**src/rtl/mul_issue_ctrl_pkg.sv**
```systemverilog
// Shared opcode, state and constant definitions for the multiplier issue controller.
package mul_issue_ctrl_pkg;

  localparam int unsigned WordW = 32;
  localparam int unsigned ProdW = 64;

  typedef enum logic [2:0] {
    MULOP_NONE  = 3'd0,
    MULOP_MULT  = 3'd1,
    MULOP_MULTU = 3'd2,
    MULOP_MUL   = 3'd3,
    MULOP_MADD  = 3'd4,
    MULOP_MADDU = 3'd5,
    MULOP_MSUB  = 3'd6,
    MULOP_MSUBU = 3'd7
  } mul_op_e;

  typedef enum logic [1:0] {
    MUL_ST_IDLE  = 2'd0,
    MUL_ST_BUSY  = 2'd1,
    MUL_ST_DONE  = 2'd2,
    MUL_ST_DRAIN = 2'd3
  } mul_state_e;

  localparam logic             MulStart       = 1'b1;
  localparam logic             MulStop        = 1'b0;
  localparam logic             MulResultReady = 1'b1;
  localparam logic [WordW-1:0] ZeroWord       = '0;

  // Signed multiply for the two's-complement flavours of each opcode.
  function automatic logic is_signed_op(input mul_op_e op);
    return (op == MULOP_MULT) || (op == MULOP_MUL) ||
           (op == MULOP_MADD) || (op == MULOP_MSUB);
  endfunction

endpackage

```
**src/rtl/mul_issue_ctrl.sv**
```systemverilog
// EX-stage issue/writeback controller for the iterative 32x32 multiplier.
// Issues operands, stalls while the multiplier runs, then writes HI/LO or a GPR.
module mul_issue_ctrl
  import mul_issue_ctrl_pkg::*;
(
  input  logic             clk,
  input  logic             rst,
  input  logic             op_valid_i,
  input  logic [2:0]       mul_op_i,
  input  logic [WordW-1:0] rs_data_i,
  input  logic [WordW-1:0] rt_data_i,
  input  logic [WordW-1:0] hi_i,
  input  logic [WordW-1:0] lo_i,
  input  logic             flush_i,
  input  logic [ProdW-1:0] mul_result_i,
  input  logic             mul_ready_i,
  output logic             mul_start_o,
  output logic             mul_annul_o,
  output logic             mul_signed_o,
  output logic [WordW-1:0] mul_op1_o,
  output logic [WordW-1:0] mul_op2_o,
  output logic             stall_req_o,
  output logic             whilo_o,
  output logic [WordW-1:0] hi_o,
  output logic [WordW-1:0] lo_o,
  output logic             wreg_o,
  output logic [WordW-1:0] wdata_o
);

  mul_state_e       state_q, state_d;
  mul_op_e          op_q, op_d;
  logic             start_q, start_d;
  logic             annul_q, annul_d;
  logic             signed_q, signed_d;
  logic [WordW-1:0] op1_q, op1_d;
  logic [WordW-1:0] op2_q, op2_d;
  logic             whilo_q, whilo_d;
  logic [WordW-1:0] hi_q, hi_d;
  logic [WordW-1:0] lo_q, lo_d;
  logic             wreg_q, wreg_d;
  logic [WordW-1:0] wdata_q, wdata_d;

  mul_op_e          op_in;
  logic             is_mul_op;
  logic [ProdW-1:0] acc;
  logic [ProdW-1:0] acc_add;
  logic [ProdW-1:0] acc_sub;

  assign op_in     = mul_op_e'(mul_op_i);
  assign is_mul_op = op_valid_i && (op_in != MULOP_NONE);
  assign acc       = {hi_i, lo_i};
  assign acc_add   = acc + mul_result_i;
  assign acc_sub   = acc - mul_result_i;

  // Stall drops only in DONE so the pipeline advances once per mul op.
  assign stall_req_o = (state_q == MUL_ST_BUSY) ||
                       (is_mul_op && ((state_q == MUL_ST_IDLE) || (state_q == MUL_ST_DRAIN)));

  always_ff @(posedge clk) begin
    if (rst) begin
      state_q  <= MUL_ST_IDLE;
      op_q     <= MULOP_NONE;
      start_q  <= MulStop;
      annul_q  <= 1'b0;
      signed_q <= 1'b0;
      op1_q    <= ZeroWord;
      op2_q    <= ZeroWord;
      whilo_q  <= 1'b0;
      hi_q     <= ZeroWord;
      lo_q     <= ZeroWord;
      wreg_q   <= 1'b0;
      wdata_q  <= ZeroWord;
    end else begin
      state_q  <= state_d;
      op_q     <= op_d;
      start_q  <= start_d;
      annul_q  <= annul_d;
      signed_q <= signed_d;
      op1_q    <= op1_d;
      op2_q    <= op2_d;
      whilo_q  <= whilo_d;
      hi_q     <= hi_d;
      lo_q     <= lo_d;
      wreg_q   <= wreg_d;
      wdata_q  <= wdata_d;
    end
  end

  always_comb begin
    state_d  = state_q;
    op_d     = op_q;
    start_d  = start_q;
    annul_d  = 1'b0;
    signed_d = signed_q;
    op1_d    = op1_q;
    op2_d    = op2_q;
    whilo_d  = 1'b0;
    hi_d     = hi_q;
    lo_d     = lo_q;
    wreg_d   = 1'b0;
    wdata_d  = wdata_q;

    if (flush_i) begin
      start_d = MulStop;
      annul_d = 1'b1;
      state_d = (state_q == MUL_ST_IDLE) ? MUL_ST_IDLE : MUL_ST_DRAIN;
    end else begin
      unique case (state_q)
        MUL_ST_IDLE: begin
          if (is_mul_op) begin
            op_d     = op_in;
            op1_d    = rs_data_i;
            op2_d    = rt_data_i;
            start_d  = MulStart;
            signed_d = is_signed_op(op_in);
            state_d  = MUL_ST_BUSY;
          end
        end
        MUL_ST_BUSY: begin
          // Writeback registers load on the ready edge so they are visible in DONE.
          if (mul_ready_i == MulResultReady) begin
            start_d = MulStop;
            state_d = MUL_ST_DONE;
            unique case (op_q)
              MULOP_MULT, MULOP_MULTU: begin
                {hi_d, lo_d} = mul_result_i;
                whilo_d      = 1'b1;
              end
              MULOP_MADD, MULOP_MADDU: begin
                {hi_d, lo_d} = acc_add;
                whilo_d      = 1'b1;
              end
              MULOP_MSUB, MULOP_MSUBU: begin
                {hi_d, lo_d} = acc_sub;
                whilo_d      = 1'b1;
              end
              MULOP_MUL: begin
                wdata_d = mul_result_i[WordW-1:0];
                wreg_d  = 1'b1;
              end
              default: ;
            endcase
          end
        end
        MUL_ST_DONE: begin
          state_d = MUL_ST_DRAIN;
        end
        MUL_ST_DRAIN: begin
          // Multiplier must drop ready before it may be restarted.
          if (mul_ready_i != MulResultReady) begin
            state_d = MUL_ST_IDLE;
          end
        end
        default: state_d = MUL_ST_IDLE;
      endcase
    end
  end

  assign mul_start_o  = start_q;
  assign mul_annul_o  = annul_q;
  assign mul_signed_o = signed_q;
  assign mul_op1_o    = op1_q;
  assign mul_op2_o    = op2_q;
  assign whilo_o      = whilo_q;
  assign hi_o         = hi_q;
  assign lo_o         = lo_q;
  assign wreg_o       = wreg_q;
  assign wdata_o      = wdata_q;

endmodule

```
**config.mk**
```make
export PLATFORM = sky130hd
export DESIGN_NAME = mul_issue_ctrl
export DESIGN_NICKNAME = d
export VERILOG_FILES = /design/src/rtl/mul_issue_ctrl_pkg.sv /design/src/rtl/mul_issue_ctrl.sv
export SDC_FILE = /design/constraint.sdc
export NUM_CORES = 1
export LEC_CHECK = 0
export BUFFER_PORTS_ARGS = -buffer_cell sky130_fd_sc_hd__clkbuf_2
export CORE_MARGIN = 5
export CORE_UTILIZATION = 48
export CTS_CLUSTER_DIAMETER = 120
export DETAILED_ROUTE_END_ITERATION = 8
export PLACE_DENSITY = 0.73
export SLEW_MARGIN = 25
export SYNTH_ARGS = -nofsm -noshare
export SYNTH_HDL_FRONTEND = slang
export SYNTH_SLANG_ARGS = --single-unit
```
**constraint.sdc**
```tcl
create_clock -name clk -period 3.85 [get_ports clk]
set_clock_uncertainty 0.15 [all_clocks]
set_input_delay 0.77 -clock clk [delete_from_list [all_inputs] [get_ports clk]]
set_output_delay 0.77 -clock clk [all_outputs]
set_load 0.01 [all_outputs]
```
# Word level (Yosys, flattened, before mapping)

Index checks and enable logic that the tools add are counted.
W data, S select, Z words.

Multiplexer cells: 14
Add/sub/neg operators: 2
Magnitude comparators: 0
Reductions and logical operators: 22
Multipliers: 0
Shift-type cells: 0
Equal/unequal tests: 19
Bitwise operators: 3
Divide/modulo/power cells: 0

Operator list:

| operator             | number |
|---|---|
| $pmux W32 S3         | 2 |
| $add A64 B64 Y64     | 1 |
| $sub A64 B64 Y64     | 1 |
| $eq A3 B3 Y1 const B | 6 |
| $mux W2              | 5 |
| $eq A3 B2 Y1 const B | 3 |
| $ne A3 B3 Y1 const B | 3 |
| $reduce_and A3 Y1    | 3 |
| $pmux W2 S4          | 1 |
| $reduce_and A4 Y1    | 2 |
| $reduce_or A2 Y1     | 4 |
| $eq A3 B1 Y1 const B | 2 |
| $reduce_bool A3 Y1   | 2 |
| $reduce_or A6 Y1     | 1 |
| $logic_or A1 B1 Y1   | 5 |
| $mux W1              | 5 |
| $eq A2 B2 Y1 const B | 2 |
| $ne A2 B2 Y1 const B | 2 |
| $reduce_or A4 Y1     | 1 |
| $not A1 Y1           | 3 |
| $eq A2 B1 Y1 const B | 1 |
| $logic_and A1 B1 Y1  | 2 |
| $logic_not A2 Y1     | 1 |
| $pmux W1 S2          | 1 |
| $reduce_bool A2 Y1   | 1 |

Memory bits (read-only): 0
Memory bits (writable): 0
Memories: 0
Input port bits: 200
Output and inout port bits: 166
Bits in latches: 0
Word-level logic and storage cells: 72
Flip-flop bits (word level): 170

# Depth between registers and ports, before layout

Gate-level depths: netlist (run 1).

Word-level depth: 5
Gate-level depth with buffers: 13
Mapped depth without buffers: 13

# Worst setup path before layout (run 1)

OpenSTA, ideal clock, no wires.

Path kind: input to register
From: input port lo_i[0]
To: register hi_q[28] (netlist: hi_o[28])
Buffers on the path: 0
Required time: 3.581 ns
Slack: 0.281 ns
Arrival: 3.301 ns
Setup time: 0.119 ns
Cell stages on the path: 13
Cells stage by stage: inv_1 -> ha_1 -> fa_1 -> nand2b_1 -> a21o_1 -> a31oi_1 -> a41o_1 -> a31o_2 -> a31oi_1 -> o31ai_2 -> a31oi_1 -> mux2i_1 -> o221a_1

Cells in the longest elaborated chain, start to end: 2
Elaborated cells between the ends (all ways): 3

RTL lines:

| element                                              | RTL line                                   | text |
|---|---|---|
| start, declared                                      | mul_issue_ctrl.sv:13                       | `input logic [WordW-1:0] lo_i,` |
| $sub A64 B64 Y64 or $add A64 B64 Y64 (tied branches) | mul_issue_ctrl.sv:53, mul_issue_ctrl.sv:52 |  |
| $pmux W32 S3 *                                       | mul_issue_ctrl.sv:124                      | `unique case (op_q)` |
| end signal, assigned                                 | mul_issue_ctrl.sv:69                       | `hi_q <= ZeroWord;` |
| end signal, assigned                                 | mul_issue_ctrl.sv:82                       | `hi_q <= hi_d;` |
| end, declared                                        | mul_issue_ctrl.sv:38                       | `logic [WordW-1:0] hi_q, hi_d;` |

Every way passes the cells marked *; elsewhere a longest branch is shown, timed or not.
A chain may end at the register's enable or synchronous reset.

# Final worst setup path (run 1)

Ends and elaborated chain as after synthesis.

==> key figures, run 1 <==
Route
  • Pre-antenna DRT Iters: 6
  • DRC Markers: 0
  • Antenna viol nets, final: 0
  • Final Routed Wirelength: 63.5 mm
  • Routed len/inst: just over 20 µm
  • Met3 WL post-DR: 6.00 mm
  • Initial drt markers: 1,796
  • Met2 routed WL: 29.0 mm
  • Routed vias/inst: 5.99
  • DR top layer: met4
  • Met1 Wirelength: 25.7 mm
  • Routed vias: between 15,000 and 20,000

Setup path
  • Crit-path most repeated cell: a31oi_1
  • Worst path cell trace: clkbuf_2, inv_1, ha_1, fa_1, nand2b_1, a21o_1, a31oi_1, a41o_1, a31o_2, a31oi_1, o31ai_2, a31oi_1, mux2i_1, o221a_1
  • Crit path buffers/inverters: 2
  • Worst path arrival time: 4000 ps
  • Startpoint Class: primary input
  • Critical path class: in2reg
  • CP max stage cell: o31ai_2
  • Critical path data required time: approximately 4100 ps
  • Cell family with most CP delay: compound AO/OA/AOI/OAI gates
  • Crit. End Element: flop
  • Worst-path fanout max: 3
  • Slowest cell delay on critical path: 460 ps

Timing
  • Peak Freq: approximately 0.26 GHz
  • Finish-stage setup viols: 0
  • Fin. Hold Viols: 0
  • Hold slack: 303 ps
  • Final Cycle Share: 0.986
  • Rel. slew slack: 0.256
  • Setup TNS: 0 ps
  • Minimum clock period: 3790 ps
  • RSZ-0062 raised after global routing: no
  • Slew at the pin with the worst max-slew slack: 1110 ps
  • Pins Over Slew Limit: 0

Power and ir drop
  • PwrDens: roughly 320 nW/µm²
  • Peak VDD IR: 313 µV
  • Leakage power: 0.00894 µW

GRT
  • Initial antenna violation count: 1
  • First-pass GRT wire length: 95.5 mm
  • Vias in the first global route: 17,700
  • All-layer global routing usage: 0.349
  • Largest net degree at the start of global routing: 70
  • Gr ovfl total: 0

Synthesis
  • Distinct cells, synth: 93
  • Main synth FF type: dfxtp_1
  • Area contributors post-synth: dfxtp_1 23%, ha_1 11%, a21oi_1 10%
  • Mapped Nets: 2,448
  • Asr flop ratio synth: 0
  • Ys Warns: 0
  • EDFF count, synth: 0
  • Compound-Gate Fraction of Synth Area: 0.313
  • Xor/xnor share of the synthesized area: 0.0359
  • Mapped Area: 14,900 µm²
  • Mux contribution to synthesized area: 0.0151
  • Post-synthesis sequential area ratio: 0.229
  • FF+latch count, synth: 170
  • Largest family of logic cells by synthesized area: compound AO/OA/AOI/OAI gates
  • Synth Area in Simple Gates: 0.222
  • Area leader, netlist: dfxtp_1
  • Synthesized area per cell: approximately 7 µm²
  • Share of the synthesized area in the top cell type: 0.229
  • Cells after synthesis: 2,116
  • Adder-cell area share of the yosys netlist: 0.112

Clock network
  • Clk slew on worst S/H paths: 80 ps
  • CTS tree: yes
  • Clock sink total: 170
  • Clock Path Buffers: 2
  • Htree depth: 4
  • Worst-skew pair later-pin latency: 460 ps
  • Clock root buffer: clkbuf_16
  • CTS buffer count: 17

Run status
  • Outcome: complete, no violations

Floorplanning
  • Die area: 34,600 µm²
  • Ports: 366
  • Width of the die: 186 µm
  • Initial core utilization: 0.486
  • Core area: slightly above 30,000 µm²
  • # rows: 64
  • Die height: 186 µm

Hold path
  • Class of the worst hold path: reg2reg

Finish
  • Register area: 3410 µm²
  • Area of the multi-input gates: between 10,000 and 15,000 µm²
  • Area delta synth->final: 32.1%
  • Final nets: around 3,000
  • Non-Filler Instances: between 3,000 and 4,000
  • Fillers: 2,844
  • Layout cell share with drive strength beyond 1: 0.281

Placement
  • RePlAce Congestion: 1.06
  • Detailed Place HPWL: 50.7 mm
  • Placed cell count: 3,054
  • Buffers added on ports: 365

Job
  • Max capacitance violation total: 0
==> synth_stat cells, types with 37 or more instances <==
| cell | n |
|---|---|
| nor2_1 | 143 |
| o21ai_0 | 116 |
| clkbuf_1 | 90 |
| a211oi_1 | 38 |
| dfxtp_1 | 170 |
| inv_1 | 135 |
| xnor2_1 | 55 |
| nand2_1 | 311 |
| a21oi_1 | 302 |
| nand3_1 | 45 |
| ha_1 | 130 |
| nor3_1 | 43 |
| nor4_1 | 37 |
==> cells in the final DEF (no fill, tap or decap), types with 38 or more instances in the layout <==
master | netlist | final
nor2_1 | 143 | 142
a211oi_1 | 38 | 38
xnor2_1 | 55 | 55
o21ai_0 | 116 | 116
ha_1 | 130 | 130
a21oi_1 | 302 | 302
nor3_1 | 43 | 43
clkbuf_2 | 0 | 364
dfxtp_1 | 170 | 168
nand2_1 | 311 | 311
nand3_1 | 45 | 45
buf_4 | 3 | 308
inv_1 | 135 | 135
==> cells by family after synthesis <==
group	count (synthesis)
AOI/OAI and AO/OA	741
xor gates and xnor gates	61
adders and majority gates	132
buffers and inverters	273
DFF	170
muxes	22
and+or+nand+nor	717
==> per-layer routing <==
layer / vias up / global-route usage
li1: 8687 / -
met1: 8646 / 0.444
met2: 973 / 0.557
met3: 194 / 0.0952
met4: 0 / 0.149
met5: - / 0
==> area by class of cell <==
type	instances	area share
Sequential cell	170	0.173
Timing Repair Buffer	674	0.213
Clock buffer	18	0.0224
Tap cell	396	0.0252
Clock inverter	14	0.00937
Antenna cell	1	0.000127
Inverter	141	0.0270
Multi-Input combinational cell	1673	0.530
==> registers in the layout, summed over array words and instances (netlist names) <==
name / count
hi_o: 32
wreg_o: 1
mul_annul_o: 1
mul_signed_o: 1
mul_op2_o: 32
state_q: 2
wdata_o: 32
whilo_o: 1
mul_op1_o: 32
lo_o: 32
op_q: 3
mul_start_o: 1
==> path summary, 6_finish.rpt <==
kind / from / end / slack [ps] / cells past startpoint
setup / recovery: lo_i[0] / hi_o[28] / 60 / 14
hold / removal: mul_op2_o[4] / mul_op2_o[4] / 300 / 2
setup reg to reg: op_q[1] / lo_o[23] / 950 / 6
hold reg to reg: mul_op2_o[4] / mul_op2_o[4] / 300 / 2
==> metrics by stage <==
stage,utilization,worst slack [ps],total power (µW),cell area [µm²]
after detailed placement,0.621,-344,4350,19000
after floorplan,-,281,3310,14900
after CTS,0.642,136,6220,19600
after global placement,0.621,-272,4330,19000
after global routing,0.642,2.25,6550,19600
final,0.642,55.4,6270,19600
==> repair_timing <==
action | CTS | global route
hold buffers | 0 | 0
resized for setup | 0 | 1
setup buffers | 0 | 0
endpoints found under the setup margin | 0 | 2
==> tightest hold or removal path, delay by kind of cell, from the launching register on <==
family / cells / cell delay [ps]
AO/OA/AOI/OAI: 1 / 50
AND/OR/NAND/NOR: 1 / 50
flip-flops: 1 / 310
==> power by group <==
group | internal (µW) | switching [µW] | total, µW
Sequential | 1840 | 52.5 | 1890
Combinational | 1030 | 1460 | 2500
Clock | 1000 | 876 | 1880
Note: power is estimated with default switching activity, not from simulation.
==> run 2: changes to the inputs <==
--- a/config.mk
+++ b/config.mk
@@ -5,7 +5,7 @@
 export SDC_FILE = /design/constraint.sdc
 export NUM_CORES = 1
 export LEC_CHECK = 0
-export BUFFER_PORTS_ARGS = -buffer_cell sky130_fd_sc_hd__clkbuf_2
+export BUFFER_PORTS_ARGS = -buffer_cell sky130_fd_sc_hd__buf_2
 export CORE_MARGIN = 5
 export CORE_UTILIZATION = 48
 export CTS_CLUSTER_DIAMETER = 120
==> run 2 against run 1 <==
Core utilization rose by 0.11 points. Fmax rose by 2.8%. Die area did not move. Critical path depth did not move. Global-route usage rose by 0.82 points. Critical path type unchanged. Highest routed layer unchanged.
==> key figures, run 2 (same netlist as run 1, synthesis figures left out) <==
Clock network
  • CTS tree: yes
  • Worst-skew pair later-pin latency: 470 ps (about the same)
  • Clock Path Buffers: 2 (unchanged)
  • Cts hold-fix bufs: 0 (unchanged)
  • Clk slew on worst S/H paths: 80 ps (about the same)
  • Clock root buffer: clkbuf_16
  • Htree depth: 4 (unchanged)
  • CTS buffer count: 17 (unchanged)
  • Clock sink total: 170 (unchanged)

Timing
  • RSZ-0062 raised after global routing: no
  • Finish-stage setup viols: 0 (unchanged)
  • Hold slack: 303 ps (-0.302 ps)
  • Final Cycle Share: 0.959 (-0.0266)
  • Slew at the pin with the worst max-slew slack: 923 ps (-192 ps)
  • Fin. Hold Viols: 0 (unchanged)
  • Rel. slew slack: 0.382 (+0.126)
  • Pins Over Slew Limit: 0 (unchanged)
  • Minimum clock period: 3690 ps (-103 ps)
  • Peak Freq: 0.271 GHz (+2.8%)

GRT
  • Vias in the first global route: 17,600 (-0.54%)
  • Initial antenna violation count: 0 (-1)
  • Gr ovfl total: 0 (unchanged)
  • GR Util met2: 0.575 (+0.0180)
  • All-layer global routing usage: 0.357 (+0.00822)
  • Busiest grt layer: met2
  • M1 GR Usage: 0.479 (+0.0346)
  • First-pass GRT wire length: 97.6 mm (+2.2%)
  • Met3 Track Usage GR: 0.0588 (-0.0363)
  • Largest net degree at the start of global routing: 88 (+26%)

Floorplanning
  • Width of the die: 186 µm (unchanged)
  • Core area: 30,600 µm² (unchanged)
  • Die area: 34,600 µm² (unchanged)
  • Ports: 366 (unchanged)
  • Initial core utilization: 0.486 (unchanged)
  • Die height: 186 µm (unchanged)
  • # rows: 64 (unchanged)

Placement
  • Detailed Place HPWL: 51.3 mm (+1.2%)
  • Buffers added on ports: 365 (unchanged)
  • Placed cell count: 3,051 (-0.098%)
  • RePlAce Congestion: 1.05 (-1.2%)

Setup path
  • Critical path data required time: 4080 ps (+20 ps)
  • CP max stage cell: or3_1
  • Critical path class: in2reg
  • Startpoint Class: primary input
  • Crit. End Element: flop
  • Worst path cell trace: buf_2, ha_1, or3_1, a211o_1, buf_4, o31ai_2, o2111ai_1, buf_4, a211oi_2, nor2_1, o21ai_2, a41oi_2, xnor2_1, a311oi_1
  • Worst path arrival time: 3920 ps (-80 ps)
  • Crit-path most repeated cell: buf_4
  • Worst-path fanout max: 3 (unchanged)
  • Slowest cell delay on critical path: 440 ps (-20 ps)

Finish
  • Most frequent cells in the layout: 364 x buf_2, 311 x nand2_1, 304 x buf_4
  • Layout cell share with drive strength beyond 1: 0.282 (+0.000953)
  • ANT cells: 0 (-1)
  • Register area: 3410 µm² (unchanged)
  • Fillers: 2,838 (-0.21%)
  • Area delta synth->final: 32.3%
  • Non-Filler Instances: 3,084 (-0.097%)
  • Final nets: 3,007 (-0.066%)
  • Area of the multi-input gates: 10,400 µm² (+0.22%)
  • Final core utilization: 0.643 (+0.00106)
  • Commonest non-fill, non-tap cell in the layout: buf_2

Route
  • Routed len/inst: 21.0 µm (+2.0%)
  • Routed vias: 18,400 (-0.55%)
  • Routed vias/inst: 5.97 (-0.45%)
  • Initial drt markers: 1,909 (+6.3%)
  • DRC Markers: 0 (unchanged)
  • Antenna viol nets, final: 0 (unchanged)
  • Pre-antenna DRT Iters: 6 (unchanged)
  • Final Routed Wirelength: 64.7 mm (+1.9%)

Run status
  • Outcome: complete, no violations

Hold path
  • Class of the worst hold path: reg2reg

Power and ir drop
  • PwrDens: 321 nW/µm² (+0.71%)
  • Peak VDD IR: 300 µV (-4.3%)
  • Leakage power: 0.00904 µW (+1.2%)

Job
  • Max capacitance violation total: 0 (unchanged)
==> run 2: changes by cell type in the layout (fill, tap and decap cells not counted), sizes merged <==
cell	change
clkbuf	-365
buf	+362
diode	-1
inv	+1
clkinv	-1
clkinvlp	+1
==> run 2: area by class of cell <==
class	instances	share of cell area
sequential	170	0.173
clock inverter	15	0.0104
timing repair buffer	672	0.212
inverter	141	0.0269
multi-input combinational	1673	0.530
tap	396	0.0252
clock buffer	17	0.0216
==> run 2: per-stage QoR <==
step | setup TNS (ps) | worst slack, ps | total power, µW | cell area [µm²]
6_report | 0 | 158 | 6320 | 19700
2_1_floorplan | 0 | 281 | 3310 | 14900
5_1_grt | 0 | 15.1 | 6610 | 19700
4_1_cts | 0 | 164 | 6270 | 19600
3_5_place_dp | -3560 | -324 | 4380 | 19000
3_3_place_gp | -2280 | -263 | 4350 | 19000
==> run 2: power by group <==
| part | switching [µW] | internal [µW] | total [µW] |
|---|---|---|---|
| Clock | 912 | 995 | 1910 |
| Sequential | 43.8 | 1840 | 1880 |
| Combinational | 1490 | 1050 | 2530 |
==> run 2: what timing repair did <==
item,CTS,global route
setup buffers,0,0
gates resized for setup,0,5
setup endpoints to repair,0,7
==> run 2: worst paths after layout <==
kind	cells after the start	slack, ps	from	end
worst min-delay path	2	300	wdata_o[22]	wdata_o[22]
worst min register to register	2	300	wdata_o[22]	wdata_o[22]
worst max-delay path	14	160	lo_i[7]	hi_o[26]
worst max register to register	9	1130	state_q[0]	lo_o[19]
==> run 2: metal layers <==
layer / routed length (µm) / share of wire
met1: 26800 / 0.41
met2: 29700 / 0.46
met3: 5370 / 0.083
met4: 2740 / 0.042
met5: 0 / 0
==> run 2: critical path: cells and delay by family <==
kind | cells | cell delay, ps
compound gates | 7 | 1660
simple gates | 2 | 570
buf+inv | 3 | 450
fa+ha+maj | 1 | 310
xor+xnor | 1 | 160
